$ cat src/rtl/fifo_pkg.sv
`default_nettype none
// ============================================================================
//  Module      : fifo_pkg
//  Description : Shared types and helpers for the Gray-pointer FIFO flag logic.
//  Revision    : 1.0 - initial release
// ============================================================================
package fifo_pkg;

    // Which side of the asynchronous FIFO an instance serves.
    typedef enum logic {
        FIFO_SIDE_WR = 1'b0,
        FIFO_SIDE_RD = 1'b1
    } fifo_side_e;

    // Binary to reflected Gray code. Callers truncate to their pointer width;
    // the low bits of the result do not depend on the zero-extended upper bits.
    function automatic logic [31:0] bin2gray(input logic [31:0] bin_val);
        return bin_val ^ (bin_val >> 1);
    endfunction

    // Legal parameter combination: at least 4 entries, and a threshold that
    // stays within the memory depth.
    function automatic bit params_ok(input int addr_bits, input int almost_thresh);
        return (addr_bits >= 2) && (addr_bits <= 30) &&
               (almost_thresh >= 0) && (almost_thresh <= (1 << addr_bits));
    endfunction

endpackage
`default_nettype wire

$ cat src/rtl/fifo_gray2bin.sv
`default_nettype none
// ============================================================================
//  Module      : fifo_gray2bin
//  Description : Combinational Gray to binary converter (XOR prefix from MSB).
//  Revision    : 1.0 - initial release
// ============================================================================
module fifo_gray2bin #(
    parameter int WIDTH = 5
) (
    input  logic [WIDTH-1:0] i_gry,
    output logic [WIDTH-1:0] o_bin
);

    // Each binary bit is the XOR of all Gray bits at and above its position.
    for (genvar i = 0; i < WIDTH; i++) begin : g_bit
        assign o_bin[i] = ^i_gry[WIDTH-1:i];
    end

endmodule
`default_nettype wire

$ cat src/rtl/fifo_gray_ptr_flag.sv
`default_nettype none
// ============================================================================
//  Module      : fifo_gray_ptr_flag
//  Description : One-side pointer and flag generator for an asynchronous FIFO.
//                Keeps a binary+Gray pointer with wrap bit and derives the
//                full/empty, almost and level outputs against the already
//                synchronised opposite-side Gray pointer.
//  Revision    : 1.0 - initial release
// ============================================================================
module fifo_gray_ptr_flag
    import fifo_pkg::*;
#(
    parameter int         ADDR_BITS     = 4,
    parameter fifo_side_e SIDE          = FIFO_SIDE_WR,
    parameter int         ALMOST_THRESH = 1
) (
    input  logic                 i_clk,
    input  logic                 i_rst,
    input  logic                 i_inc,
    input  logic [ADDR_BITS:0]   i_sync_gry,
    output logic                 o_accept,
    output logic [ADDR_BITS-1:0] o_addr,
    output logic [ADDR_BITS:0]   o_gry,
    output logic                 o_flag,
    output logic                 o_almost,
    output logic [ADDR_BITS:0]   o_level
);

    localparam int c_ptr_w = ADDR_BITS + 1;

    // Level at or above which the writer reports almost-full.
    localparam logic [c_ptr_w-1:0] c_wr_almost_lvl =
        c_ptr_w'((1 << ADDR_BITS) - ALMOST_THRESH);
    // Level at or below which the reader reports almost-empty.
    localparam logic [c_ptr_w-1:0] c_rd_almost_lvl = c_ptr_w'(ALMOST_THRESH);
    // An empty FIFO already counts as almost-full when the margin covers it all.
    localparam logic c_wr_almost_rst = (ALMOST_THRESH >= (1 << ADDR_BITS));

    if (!params_ok(ADDR_BITS, ALMOST_THRESH)) begin : g_param_err
        $error("fifo_gray_ptr_flag: ADDR_BITS or ALMOST_THRESH out of range");
    end

    logic [c_ptr_w-1:0] bin_q,   bin_d;
    logic [c_ptr_w-1:0] gry_q,   gry_d;
    logic [c_ptr_w-1:0] level_q, level_d;
    logic               flag_q,  flag_d;
    logic               almost_q, almost_d;

    logic               w_accept;
    logic [c_ptr_w-1:0] w_rbin;
    logic [c_ptr_w-1:0] w_full_cmp;

    fifo_gray2bin #(
        .WIDTH (c_ptr_w)
    ) u_rbin (
        .i_gry (i_sync_gry),
        .o_bin (w_rbin)
    );

    // A full writer sits exactly one lap ahead: top two Gray bits inverted.
    assign w_full_cmp = {~i_sync_gry[ADDR_BITS:ADDR_BITS-1], i_sync_gry[ADDR_BITS-2:0]};
    assign w_accept   = i_inc & ~flag_q;

    // Next pointer and the flags it would produce against the remote pointer.
    always_comb begin
        bin_d    = bin_q + c_ptr_w'(w_accept);
        gry_d    = c_ptr_w'(bin2gray(32'(bin_d)));
        level_d  = '0;
        flag_d   = 1'b0;
        almost_d = 1'b0;
        if (SIDE == FIFO_SIDE_WR) begin
            level_d  = bin_d - w_rbin;
            flag_d   = (gry_d == w_full_cmp);
            almost_d = (level_d >= c_wr_almost_lvl);
        end else begin
            level_d  = w_rbin - bin_d;
            flag_d   = (gry_d == i_sync_gry);
            almost_d = (level_d <= c_rd_almost_lvl);
        end
    end

    // Pointer and flag registers; reset wins over any request.
    always_ff @(posedge i_clk) begin
        if (i_rst) begin
            bin_q    <= '0;
            gry_q    <= '0;
            level_q  <= '0;
            flag_q   <= (SIDE == FIFO_SIDE_RD);
            almost_q <= (SIDE == FIFO_SIDE_RD) ? 1'b1 : c_wr_almost_rst;
        end else begin
            bin_q    <= bin_d;
            gry_q    <= gry_d;
            level_q  <= level_d;
            flag_q   <= flag_d;
            almost_q <= almost_d;
        end
    end

    assign o_accept = w_accept;
    assign o_addr   = bin_q[ADDR_BITS-1:0];
    assign o_gry    = gry_q;
    assign o_flag   = flag_q;
    assign o_almost = almost_q;
    assign o_level  = level_q;

endmodule
`default_nettype wire
$ cat config.mk
export PLATFORM = sky130hd
export DESIGN_NAME = fifo_gray_ptr_flag
export DESIGN_NICKNAME = d
export VERILOG_FILES = /design/src/rtl/fifo_pkg.sv /design/src/rtl/fifo_gray2bin.sv /design/src/rtl/fifo_gray_ptr_flag.sv
export SDC_FILE = /design/constraint.sdc
export NUM_CORES = 1
export LEC_CHECK = 0
export ABC_AREA = 1
export CAP_MARGIN = 20
export CORE_MARGIN = 2
export CORE_UTILIZATION = 40
export CTS_BUF_LIST = sky130_fd_sc_hd__clkbuf_8
export CTS_CLUSTER_SIZE = 24
export DETAILED_ROUTE_END_ITERATION = 7
export PLACE_DENSITY = 0.72
export SLEW_MARGIN = 30
export SYNTH_ARGS = -nofsm -noshare
export SYNTH_HDL_FRONTEND = slang
export SYNTH_SLANG_ARGS = --single-unit
export TNS_END_PERCENT = 20
$ cat constraint.sdc
create_clock -name i_clk -period 7.35 [get_ports i_clk]
set_clock_uncertainty 0.2 [all_clocks]
set_input_delay 1.47 -clock i_clk [delete_from_list [all_inputs] [get_ports i_clk]]
set_output_delay 1.47 -clock i_clk [all_outputs]
set_load 0.02 [all_outputs]
==> results of run 1 <==
==> synth_stat cells <==
library cell                n
sky130_fd_sc_hd__nand4_1    4
sky130_fd_sc_hd__a21oi_1    4
sky130_fd_sc_hd__nor2_1    17
sky130_fd_sc_hd__buf_6      1
sky130_fd_sc_hd__nand3_1   11
sky130_fd_sc_hd__xnor2_2    2
sky130_fd_sc_hd__nand3_2    2
sky130_fd_sc_hd__o21bai_1   1
sky130_fd_sc_hd__a21o_1     1
sky130_fd_sc_hd__nand2_1   38
sky130_fd_sc_hd__nand3b_1   1
sky130_fd_sc_hd__xnor2_1    2
sky130_fd_sc_hd__fa_1       1
sky130_fd_sc_hd__ha_1       6
sky130_fd_sc_hd__inv_1     14
sky130_fd_sc_hd__nor3_1     1
sky130_fd_sc_hd__nand2_2    4
sky130_fd_sc_hd__clkinv_2   1
sky130_fd_sc_hd__dfxtp_1   16
sky130_fd_sc_hd__clkbuf_1   1
sky130_fd_sc_hd__xor2_1     2
==> how the worst max path moves through the flow <==
stage               endpoint  startpoint  slack, ns  cells after the start
floorplan           o_almost       i_inc       3.68                     14
global placement    o_accept       i_inc       3.00                      4
detailed placement  o_accept       i_inc       2.96                      4
CTS                 o_accept       i_inc       2.96                      4
global route        o_accept       i_inc       2.92                      4
finish              o_accept       i_inc       2.97                      4
==> flip-flops by register name (all words and copies together), names as in the netlist <==
| signal | flops |
|---|---|
| bin_q | 5 |
| o_level | 5 |
| o_gry | 4 |
| o_almost | 1 |
| o_flag | 1 |
==> kinds of logic after synthesis <==
| family | after synthesis | share of synthesized area [%] |
|---|---|---|
| and+or+nand+nor | 78 | 36.8 |
| xor gates and xnor gates | 6 | 7.23 |
| DFF | 16 | 34.3 |
| adders and majority gates | 7 | 10.2 |
| AOI/OAI and AO/OA | 6 | 3.75 |
| buffers and inverters | 17 | 7.76 |
==> power groups by stage <==
| stage | Sequential, mW | Clock [mW] | Combinational, mW |
|---|---|---|---|
| final | 0.101 | 0.0635 | 0.0967 |
| after global routing | 0.102 | 0.0683 | 0.108 |
| after CTS | 0.101 | 0.0652 | 0.0975 |
| after detailed placement | 0.103 | 0 | 0.0971 |
| after global placement | 0.102 | 0 | 0.0941 |
| after floorplan | 0.116 | 0 | 0.0475 |
==> metrics by stage <==
step           setup WS [ns]  util [%]
2_1_floorplan           3.68         -
4_1_cts                 2.96      55.9
3_5_place_dp            2.96      54.0
6_report                2.97      55.9
3_3_place_gp            3.00      54.0
5_1_grt                 2.92      55.9
==> cell type report <==
type	instances	area, um2	share of cell area (%)
multi-input cells	97	542	43.8
well taps	28	35.0	2.83
clock buffers	3	41.3	3.34
inverters	15	57.6	4.66
flip-flops and latches	16	320	25.9
repair buffers	24	240	19.4
==> worst max-delay path, delay by kind of cell <==
kind                   cells  cell delay, ns
and+or+nand+nor            1            0.12
buffers and inverters      3            1.12
==> routing by layer <==
metal	GRT usage [%]	part of all wire (%)	wire (um)
met4	8.55	1.5	30
met3	1.43	2.9	58
met5	0	0	0
met1	19.4	45	885
met2	30.2	51	1010
==> PnR_summary.wiki, run 1 <==
{| class="wikitable"
! Metric !! Value
|-
| Buffers inserted by post-CTS timing repair || 0
|-
| DR vias/cell || ~4.9
|-
| Worst-path cell with the longest stage delay || sky130_fd_sc_hd__clkdlybuf4s50_1
|-
| Final #Nets || around 170
|-
| Least-Margin Pin Slew || 0.482 ns
|-
| P_int || approximately 180 uW
|-
| Mapped cell area || around 930 um2
|-
| Worst-path cell chain || clkdlybuf4s50_1 > inv_1 > nor2_1 > clkdlybuf4s50_1
|-
| Number of buffers inserted by port buffering || 24
|-
| CTS Hold Bufs || 0
|-
| Fraction of synthesized cell area taken by the top area cell type || 34.3%
|-
| Starting Density || a little over two fifths
|-
| Worst-path clk slew || approximately 0.060 ns
|-
| Mean instance size in the synthesized netlist || about 7.2 um2
|-
| Maximum capacitance violations || 0
|-
| Clock period minus worst slack || 4.38 ns
|-
| Placed cell area || 0.00119 mm2
|-
| Power Total || 261 uW
|-
| Number of warnings printed during yosys synthesis || 0
|-
| Final number of max-transition violations || 0
|-
| Leading area contributor after synthesis || sky130_fd_sc_hd__dfxtp_1
|-
| Floorplan die height || 52.3 um
|-
| Post-synthesis register bit count || 16
|-
| Run status || completed
|-
| Cell chosen for the clock root || sky130_fd_sc_hd__clkbuf_8
|-
| Min-Delay Path Class || reg2reg
|-
| Gates resized, CTS repair || 0
|-
| Seq/Total Area, Yosys || 34.3%
|-
| Hold violation count in the final report || 0
|-
| First-pass GRT wire length || 3520 um
|-
| Start point of the worst min-delay path || bin_q[4]
|-
| DRC violations left || 0
|-
| Clk_lat worst skew || 0.24 ns
|-
| Reg-to-reg startpoint || o_flag
|-
| Sum of negative setup slack || 0 ns
|-
| Unrepaired setup endpoints after global routing || false
|-
| Path depth of the worst reg2reg path || 10
|-
| Hold Path Sink || bin_q[4]
|-
| Detailed-routing iteration count for the pre-antenna-repair pass || 4
|-
| Overall fraction of global-route tracks in use || 16.7%
|-
| Most frequent cells in the layout || 38 x sky130_fd_sc_hd__nand2_1, 24 x sky130_fd_sc_hd__clkdlybuf4s50_1, 17 x sky130_fd_sc_hd__nor2_1
|-
| Clock tree from TritonCTS || built
|-
| Number of buffers inserted during clock tree synthesis || 3
|-
| Share of total power in the clock network || between 20 and 25%
|-
| Worst reg-to-reg setup slack || just under 5 ns
|-
| Fmax achieved || 0.228 GHz
|-
| Average wire length per cell after detail routing || 10.9 um
|-
| DIE AREA || 0.00274 mm2
|-
| Clock buffer depth || 2
|-
| Largest cells by area after synthesis || sky130_fd_sc_hd__dfxtp_1 34%, sky130_fd_sc_hd__nand2_1 15%, sky130_fd_sc_hd__ha_1 8.0%, sky130_fd_sc_hd__nor2_1 6.8%, sky130_fd_sc_hd__nand3_1 5.9%
|-
| Biggest cell delay along the critical path || about 0.63 ns
|-
| Crit path launch type || input port
|-
| Distinct cells, synth || 21
|-
| Psw || 83.2 uW
|-
| H-tree levels || 1
|-
| Signed area change from the synthesized netlist to the final layout || 32.3%
|-
| Standard cell core area || 0.00221 mm2
|-
| Number of fillers in the final layout || 199
|-
| Maximum number of pins on one net before global-route repair || 14
|-
| PwrDens || 211 mW/mm2
|-
| Antenna violations before repair || 0
|-
| DP Cell Count || 180
|-
| Remaining antenna violation count || 0
|-
| Relative slew slack || between 60% and 70%
|-
| Switching power share of the total || a little under a third
|-
| Total nets after synthesis || 145
|-
| Maximum VDD drop || 136 uV
|-
| Final standard cell count with taps included and fillers excluded || 183
|-
| Share of the clock period used by the worst path || 59.6%
|-
| Drt total wl || 1990 um
|-
| Number of sinks handled by clock tree synthesis || 16
|-
| Detailed placement HPWL || ~1600 um
|-
| Share of post-route cells with drive strength above 1 || 7.74%
|-
| Arr. time, crit path || roughly 2.7 ns
|-
| Cell leakage power || 0.586 nW
|-
| Horizontal extent of the die || 52.3 um
|-
| Dominant cell type by count on the critical path || sky130_fd_sc_hd__clkdlybuf4s50_1
|-
| Kind of end point of the critical path || output port
|-
| Combinational cell fraction of total power || 37.1%
|-
| Number of diodes added for antenna fixing || 0
|-
| Required @ worst endpoint || 5.68 ns
|-
| Count of boundary I/O pins || 25
|-
| Number of DRC markers after the initial detailed-route iteration || 20
|-
| Vias in the first global route || 872
|-
| Routability Congestion || 0.834
|-
| Count of final setup violators || 0
|-
| Setup Crit Path Kind || in2out
|-
| Hold Path Depth || 4
|-
| Post-Layout Inst Area || ~0.0012 mm2
|-
| Rows || 17
|-
| Most common cell after layout, fill and taps aside || sky130_fd_sc_hd__nand2_1
|-
| Global-route congestion overflow total || 0
|-
| Worst-path fanout max || 2
|-
| Number of standard cells after synthesis || 130
|-
| Hold Slack || 0.462 ns
|-
| End of the worst register-to-register path || o_almost
|-
| Share of power burned in registers || between 30 and 40%
|-
| Via Count || between 900 and 1000
|}
Note: power is estimated with default switching activity, not from simulation.
==> run 2: changes to the inputs <==
Clock period 7.35 ns to 4.35 ns, I/O delays scaled along.
==> run 2 against run 1 <==
Effect of this change: setup slack worse by 1.9 ns; first-iteration DRC count unchanged; power is 78% higher; largest cell class unchanged.
==> PnR_summary.wiki, run 2 (same netlist as run 1, synthesis figures left out) <==
{| class="wikitable"
! Metric !! Value
|-
| Detailed-routing iteration count for the pre-antenna-repair pass || 4 (unchanged)
|-
| Met3 WL post-DR || 121 um (was 58 um)
|-
| Maximum VDD drop || 214 uV (was 136 uV)
|-
| Global-route congestion overflow total || 0 (unchanged)
|-
| Post-Route M1 WL || 844 um (was 885 um)
|-
| Final number of max-transition violations || 0 (unchanged)
|-
| P_int || 319 uW (was 178 uW)
|-
| Placed cell area || 0.00119 mm2 (unchanged)
|-
| Clock buffer depth || 2 (unchanged)
|-
| Worst-path clk slew || 0.06 ns (about the same)
|-
| Number of buffers inserted during clock tree synthesis || 3 (unchanged)
|-
| PwrDens || 372 mW/mm2 (was 211 mW/mm2)
|-
| Family of cells with the greatest summed delay on the critical path || adder cells (was buffers and inverters)
|-
| Clock period minus worst slack || 3.29 ns
|-
| Cell leakage power || 0.593 nW (was 0.586 nW)
|-
| DRC violations left || 0 (unchanged)
|-
| Worst-path cell with the longest stage delay || sky130_fd_sc_hd__clkdlybuf4s50_1 (unchanged)
|-
| Clock tree from TritonCTS || built (unchanged)
|-
| Hold violation count in the final report || 0 (unchanged)
|-
| DR vias/cell || 4.88 (was 4.93)
|-
| Count of final setup violators || 0 (unchanged)
|-
| Antenna violations before repair || 0 (unchanged)
|-
| Number of sinks handled by clock tree synthesis || 16 (unchanged)
|-
| Buffers inserted by post-CTS timing repair || 0 (unchanged)
|-
| Share of post-route cells with drive strength above 1 || 8.33% (was 7.74%)
|-
| Final #Nets || 172 (unchanged)
|-
| Worst reg-to-reg setup slack || 1.83 ns (was 4.82 ns)
|-
| Drt total wl || 2010 um (was 1990 um)
|-
| Rows || 17 (unchanged)
|-
| Utilization of the core after routing || 56.5% (was 55.9%)
|-
| Reg-to-reg startpoint || o_flag (unchanged)
|-
| Standard cell core area || 0.00221 mm2 (unchanged)
|-
| Setup Crit Path Kind || in2reg (was in2out)
|-
| Biggest cell delay along the critical path || 0.45 ns (was 0.63 ns)
|-
| Power Total || 464 uW (was 261 uW)
|-
| Share of power burned in registers || 36.6% (was 38.6%)
|-
| Signed area change from the synthesized netlist to the final layout || 33.7% (was 32.3%)
|-
| Bufs and invs on worst path || 4 (was 3)
|-
| Number of fillers in the final layout || 210 (was 199)
|-
| Relative slew slack || 67.1% (was 67.8%)
|-
| Gates resized, CTS repair || 0 (unchanged)
|-
| Share of the clock period used by the worst path || 75.7%
|-
| Start point of the worst min-delay path || bin_q[4] (unchanged)
|-
| Number of DRC markers after the initial detailed-route iteration || 20 (unchanged)
|-
| Hold Path Sink || bin_q[4] (unchanged)
|-
| DP Cell Count || 180 (unchanged)
|-
| Path depth of the worst reg2reg path || 13 (was 10)
|-
| H-tree levels || 1 (unchanged)
|-
| Floorplan die height || 52.3 um (unchanged)
|-
| Post-Layout Inst Area || 0.00125 mm2 (was 0.00124 mm2)
|-
| Maximum capacitance violations || 0 (unchanged)
|-
| Switching power share of the total || 31.3% (was 31.9%)
|-
| Horizontal extent of the die || 52.3 um (unchanged)
|-
| Min-Delay Path Class || reg2reg (unchanged)
|-
| Vias in the first global route || 766 (was 872)
|-
| Starting Density || 42.3% (unchanged)
|-
| Detailed placement HPWL || 1540 um (was 1610 um)
|-
| End of the worst register-to-register path || o_almost (unchanged)
|-
| Cell chosen for the clock root || sky130_fd_sc_hd__clkbuf_8 (unchanged)
|-
| Crit path launch type || input port (unchanged)
|-
| First-pass GRT wire length || 3160 um (was 3520 um)
|-
| CTS Hold Bufs || 0 (unchanged)
|-
| Arr. time, crit path || 3.24 ns (was 2.71 ns)
|-
| Kind of end point of the critical path || register (was output port)
|-
| Average wire length per cell after detail routing || 10.9 um (about the same)
|-
| Combinational cell fraction of total power || 35.1% (was 37.1%)
|-
| Remaining antenna violation count || 0 (unchanged)
|-
| Psw || 145 uW (was 83.2 uW)
|-
| DIE AREA || 0.00274 mm2 (unchanged)
|-
| Worst-path fanout max || 6 (was 2)
|-
| Most frequent cells in the layout || 38 x sky130_fd_sc_hd__nand2_1, 24 x sky130_fd_sc_hd__clkdlybuf4s50_1, 17 x sky130_fd_sc_hd__nor2_1 (unchanged)
|-
| Via Count || 897 (was 903)
|-
| Count of boundary I/O pins || 25 (unchanged)
|-
| Unrepaired setup endpoints after global routing || false (unchanged)
|-
| Clk_lat worst skew || 0.25 ns (was 0.24 ns)
|-
| Maximum number of pins on one net before global-route repair || 14 (unchanged)
|-
| Least-Margin Pin Slew || 0.492 ns (was 0.482 ns)
|-
| Number of buffers inserted by port buffering || 24 (unchanged)
|-
| Routed met2 length || 988 um (was 1010 um)
|-
| Number of diodes added for antenna fixing || 0 (unchanged)
|-
| Run status || completed (unchanged)
|-
| Required @ worst endpoint || 4.30 ns (was 5.68 ns)
|-
| Worst-path cell chain || clkdlybuf4s50_1 > inv_1 > nor2_1 > ha_1 > ha_1 > inv_1 > nand2_1 > nand2_2 > ha_1 > inv_1 > o21bai_1 > a21o_1 > nand3_1 > nand3_1 > nand2_1 (was clkdlybuf4s50_1 > inv_1 > nor2_1 > clkdlybuf4s50_1)
|-
| Overall fraction of global-route tracks in use || 16.2% (was 16.7%)
|-
| Final standard cell count with taps included and fillers excluded || 184 (was 183)
|-
| Sum of negative setup slack || 0 ns (unchanged)
|-
| Fmax achieved || 0.304 GHz
|-
| Top routing layer used || met4 (unchanged)
|-
| Most common cell after layout, fill and taps aside || sky130_fd_sc_hd__nand2_1 (unchanged)
|-
| Hold Path Depth || 4 (unchanged)
|-
| Routability Congestion || 0.865 (was 0.834)
|-
| Share of total power in the clock network || 28.3% (was 24.3%)
|}
run 2: cell count changes in the layout (fill, tap and decap cells not counted):
cell,change
sky130_fd_sc_hd__clkbuf_8,+1
run 2: metrics by stage:
stage / hold WS [ns] / setup WS, ns
5_1_grt: 0.506 / 0.852
4_1_cts: 0.464 / 1.08
3_3_place_gp: 0.443 / 0.922
2_1_floorplan: 0.485 / 1.28
6_report: 0.457 / 1.06
3_5_place_dp: 0.451 / 0.846
run 2: worst reg2reg max path: stages (launching register included):
cell,delay (ns)
sky130_fd_sc_hd__dfxtp_1,0.31
sky130_fd_sc_hd__nor2_1,0.14
sky130_fd_sc_hd__ha_1,0.24
sky130_fd_sc_hd__ha_1,0.32
sky130_fd_sc_hd__inv_1,0.09
sky130_fd_sc_hd__nand2_1,0.08
sky130_fd_sc_hd__nand2_2,0.10
sky130_fd_sc_hd__ha_1,0.37
sky130_fd_sc_hd__inv_1,0.06
sky130_fd_sc_hd__o21bai_1,0.17
sky130_fd_sc_hd__a21o_1,0.14
sky130_fd_sc_hd__nand3_1,0.06
sky130_fd_sc_hd__nand3_1,0.09
sky130_fd_sc_hd__nand2_1,0.05
run 2: how the worst max path moves through the flow:
stage	start	end	slack, ns	cells past startpoint
after global routing	i_inc	o_almost	0.85	15
after CTS	i_inc	o_almost	1.08	15
after floorplan	i_inc	o_almost	1.28	14
final	i_inc	o_almost	1.06	15
after global placement	i_inc	o_almost	0.92	15
after detailed placement	i_inc	o_almost	0.85	15
run 2: routing by layer:
metal | vias up | track usage, %
li1 | 461 | -
met1 | 399 | 19.0
met2 | 33 | 25.6
met3 | 4 | 2.00
met5 | - | 0
met4 | 0 | 14.1
run 2: power by group through the flow:
stage | clock (mW) | sequential, mW | combinational, mW
after global routing | 0.142 | 0.172 | 0.179
final | 0.131 | 0.170 | 0.163
after floorplan | 0 | 0.196 | 0.0803
after detailed placement | 0 | 0.174 | 0.161
after CTS | 0.137 | 0.170 | 0.164
after global placement | 0 | 0.173 | 0.160
run 2: final cells by class:
| class | count | area (um2) | share of cell area, % |
|---|---|---|---|
| Sequential cell | 16 | 320 | 25.6 |
| Multi-Input combinational cell | 97 | 542 | 43.3 |
| Timing Repair Buffer | 24 | 240 | 19.2 |
| Inverter | 15 | 57.6 | 4.60 |
| Clock buffer | 4 | 55.1 | 4.40 |
| Tap cell | 28 | 35.0 | 2.80 |
==> run 3: changes to the inputs <==
Clock period 4.35 ns to 3.2 ns, I/O delays scaled along.
==> run 3 against run 2 <==
Effect of this change: register-to-register slack lost 0.99 ns; largest power group unchanged; die area is the same; highest routed layer unchanged; clock power grew 15%; sequential power grew 36%; global-route usage grew 1.5 points; sequential cell count is the same; non-clock buffer count grew 5; setup slack lost 0.77 ns; design area grew 1.9%; core utilization grew 1.1 points; via count grew 0.56%; critical path depth grew 1.
==> PnR_summary.wiki, run 3 (same netlist as run 1, synthesis figures left out) <==
{| class="wikitable"
! Metric !! Value
|-
| Relative slew slack || 69.1% (was 67.1%)
|-
| Number of fillers in the final layout || 213 (was 210)
|-
| Number of sinks handled by clock tree synthesis || 16 (unchanged)
|-
| Setup Crit Path Kind || in2reg (unchanged)
|-
| Routability Congestion || 0.869 (was 0.865)
|-
| Starting Density || 42.3% (unchanged)
|-
| H-tree levels || 1 (unchanged)
|-
| Required @ worst endpoint || 3.20 ns (was 4.30 ns)
|-
| Least-Margin Pin Slew || 0.461 ns (was 0.492 ns)
|-
| Remaining antenna violation count || 0 (unchanged)
|-
| Most common cell after layout, fill and taps aside || sky130_fd_sc_hd__nand2_1 (unchanged)
|-
| Number of buffers inserted during clock tree synthesis || 3 (unchanged)
|-
| Final #Nets || 177 (was 172)
|-
| PwrDens || 479 mW/mm2 (was 372 mW/mm2)
|-
| Drt total wl || 2030 um (was 2010 um)
|-
| Dominant cell type by count on the critical path || sky130_fd_sc_hd__nand2_1
|-
| Signed area change from the synthesized netlist to the final layout || 36.3% (was 33.7%)
|-
| Global-route congestion overflow total || 0 (unchanged)
|-
| GRT met3 Usage || 2.57% (was 2.00%)
|-
| Number of diodes added for antenna fixing || 0 (unchanged)
|-
| Crit path launch type || input port (unchanged)
|-
| Final number of max-transition violations || 0 (unchanged)
|-
| Share of the clock period used by the worst path || around nine tenths
|-
| Detailed placement HPWL || 1610 um (was 1540 um)
|-
| Run status || completed (unchanged)
|-
| Via Count || 902 (was 897)
|-
| Horizontal extent of the die || 52.3 um (unchanged)
|-
| Antenna violations before repair || 0 (unchanged)
|-
| Number of DRC markers after the initial detailed-route iteration || 10 (was 20)
|-
| Clk_lat worst skew || 0.25 ns (about the same)
|-
| Count of boundary I/O pins || 25 (unchanged)
|-
| Maximum capacitance violations || 0 (unchanged)
|-
| Worst reg-to-reg setup slack || 0.84 ns (was 1.83 ns)
|-
| Worst-path cell with the longest stage delay || sky130_fd_sc_hd__clkdlybuf4s50_1 (unchanged)
|-
| Detailed-routing iteration count for the pre-antenna-repair pass || 4 (unchanged)
|-
| Number of buffers inserted by port buffering || 24 (unchanged)
|-
| CTS Hold Bufs || 0 (unchanged)
|-
| Clock tree from TritonCTS || built (unchanged)
|-
| Cell chosen for the clock root || sky130_fd_sc_hd__clkbuf_8 (unchanged)
|-
| Hold violation count in the final report || 0 (unchanged)
|-
| Gates resized, CTS repair || 0 (unchanged)
|-
| Sum of negative setup slack || 0 ns (unchanged)
|-
| Arr. time, crit path || 2.91 ns (was 3.24 ns)
|-
| Cell leakage power || 0.611 nW (was 0.593 nW)
|-
| Standard cell core area || 0.00221 mm2 (unchanged)
|-
| Rows || 17 (unchanged)
|-
| Count of final setup violators || 0 (unchanged)
|-
| Kind of end point of the critical path || register (unchanged)
|-
| Floorplan die height || 52.3 um (unchanged)
|-
| Global-route met1 utilization || 19.4% (was 19.0%)
|-
| Buffers inserted by post-CTS timing repair || 0 (unchanged)
|-
| Busiest metal layer after global routing || met2 (unchanged)
|-
| Most frequent cells in the layout || 38 x sky130_fd_sc_hd__nand2_1, 24 x sky130_fd_sc_hd__clkdlybuf4s50_1, 17 x sky130_fd_sc_hd__nor2_1 (unchanged)
|-
| Hold Slack || 0.475 ns (was 0.457 ns)
|-
| DIE AREA || 0.00274 mm2 (unchanged)
|-
| Biggest cell delay along the critical path || 0.45 ns (about the same)
|-
| Maximum number of pins on one net before global-route repair || 14 (unchanged)
|-
| Vias in the first global route || 833 (was 766)
|-
| Worst-path cell chain || clkdlybuf4s50_1 > inv_1 > nor2_1 > ha_1 > ha_1 > inv_1 > nand2_1 > nand2_2 > ha_1 > a21oi_1 > nand2_1 > nand2_1 > nand2_1 > nor2_1 > nand2_1 > nand2_1 (was clkdlybuf4s50_1 > inv_1 > nor2_1 > ha_1 > ha_1 > inv_1 > nand2_1 > nand2_2 > ha_1 > inv_1 > o21bai_1 > a21o_1 > nand3_1 > nand3_1 > nand2_1)
|-
| Overall fraction of global-route tracks in use || 17.7% (was 16.2%)
|-
| Share of post-route cells with drive strength above 1 || 10.6% (was 8.33%)
|-
| DR vias/cell || 4.80 (was 4.88)
|-
| Worst-path fanout max || 5 (was 6)
|-
| DRC violations left || 0 (unchanged)
|-
| Global-route met2 utilization || 30.0% (was 25.6%)
|-
| Min-Delay Path Class || reg2reg (unchanged)
|-
| Fmax achieved || around 0.34 GHz
|-
| Unrepaired setup endpoints after global routing || false (unchanged)
|-
| Clock period minus worst slack || 2.91 ns
|-
| Clock buffer depth || 2 (unchanged)
|-
| Worst-path clk slew || 0.06 ns (about the same)
|-
| Maximum VDD drop || 337 uV (was 214 uV)
|-
| First-pass GRT wire length || 3480 um (was 3160 um)
|-
| Average wire length per cell after detail routing || 10.8 um (was 10.9 um)
|}
run 3: cell types whose count changed in the layout (fill, tap and decap cells not counted), sizes merged:
cell,before,now
buf,0,5
clkbuf,4,3
run 3: path summary, 6_finish.rpt:
kind	start	to	depth (start not counted)
worst min register to register	bin_q[4]	bin_q[4]	3
worst min-delay path	bin_q[4]	bin_q[4]	3
worst max-delay path	i_inc	o_almost	16
worst max register to register	o_flag	o_almost	14
run 3: layout make-up:
cell class / instances / area (um2) / area share (%)
clock buffer: 3 / 41.3 / 3.24
multi-input combinational: 97 / 542 / 42.5
sequential: 16 / 320 / 25.1
timing repair buffer: 29 / 278 / 21.8
inverter: 15 / 57.6 / 4.52
tap: 28 / 35.0 / 2.75
run 3: layer usage:
metal	wire length, um	part of all wire [%]
met1	906	45
met2	990	49
met3	74	3.6
met4	63	3.1
met5	0	0
run 3: per-stage QoR:
| stage | area [um2] | power [mW] | worst slack (ns) | std cells | util [%] |
|---|---|---|---|---|---|
| after detailed placement | 1230 | 0.465 | 0.0492 | 185 | 55.7 |
| final | 1270 | 0.611 | 0.286 | 188 | 57.6 |
| after global placement | 1230 | 0.460 | 0.0957 | 185 | 55.7 |
| after floorplan | 935 | 0.376 | 0.356 | 130 | - |
| after CTS | 1270 | 0.618 | 0.279 | 188 | 57.6 |
| after global routing | 1270 | 0.652 | 0.0795 | 188 | 57.6 |
run 3: worst max-delay path: cells and delay by family:
kind,cells,cell delay [ns]
adder cells (fa/ha/maj),3,0.80
AND/OR/NAND/NOR,9,0.72
buffers and inverters,3,0.55
AO/OA/AOI/OAI,1,0.20
run 3: where the power goes:
group | switching (mW) | total [mW] | internal, mW
combinational | 0.121 | 0.229 | 0.107
sequential | 0.00827 | 0.232 | 0.224
clock | 0.0666 | 0.150 | 0.0835
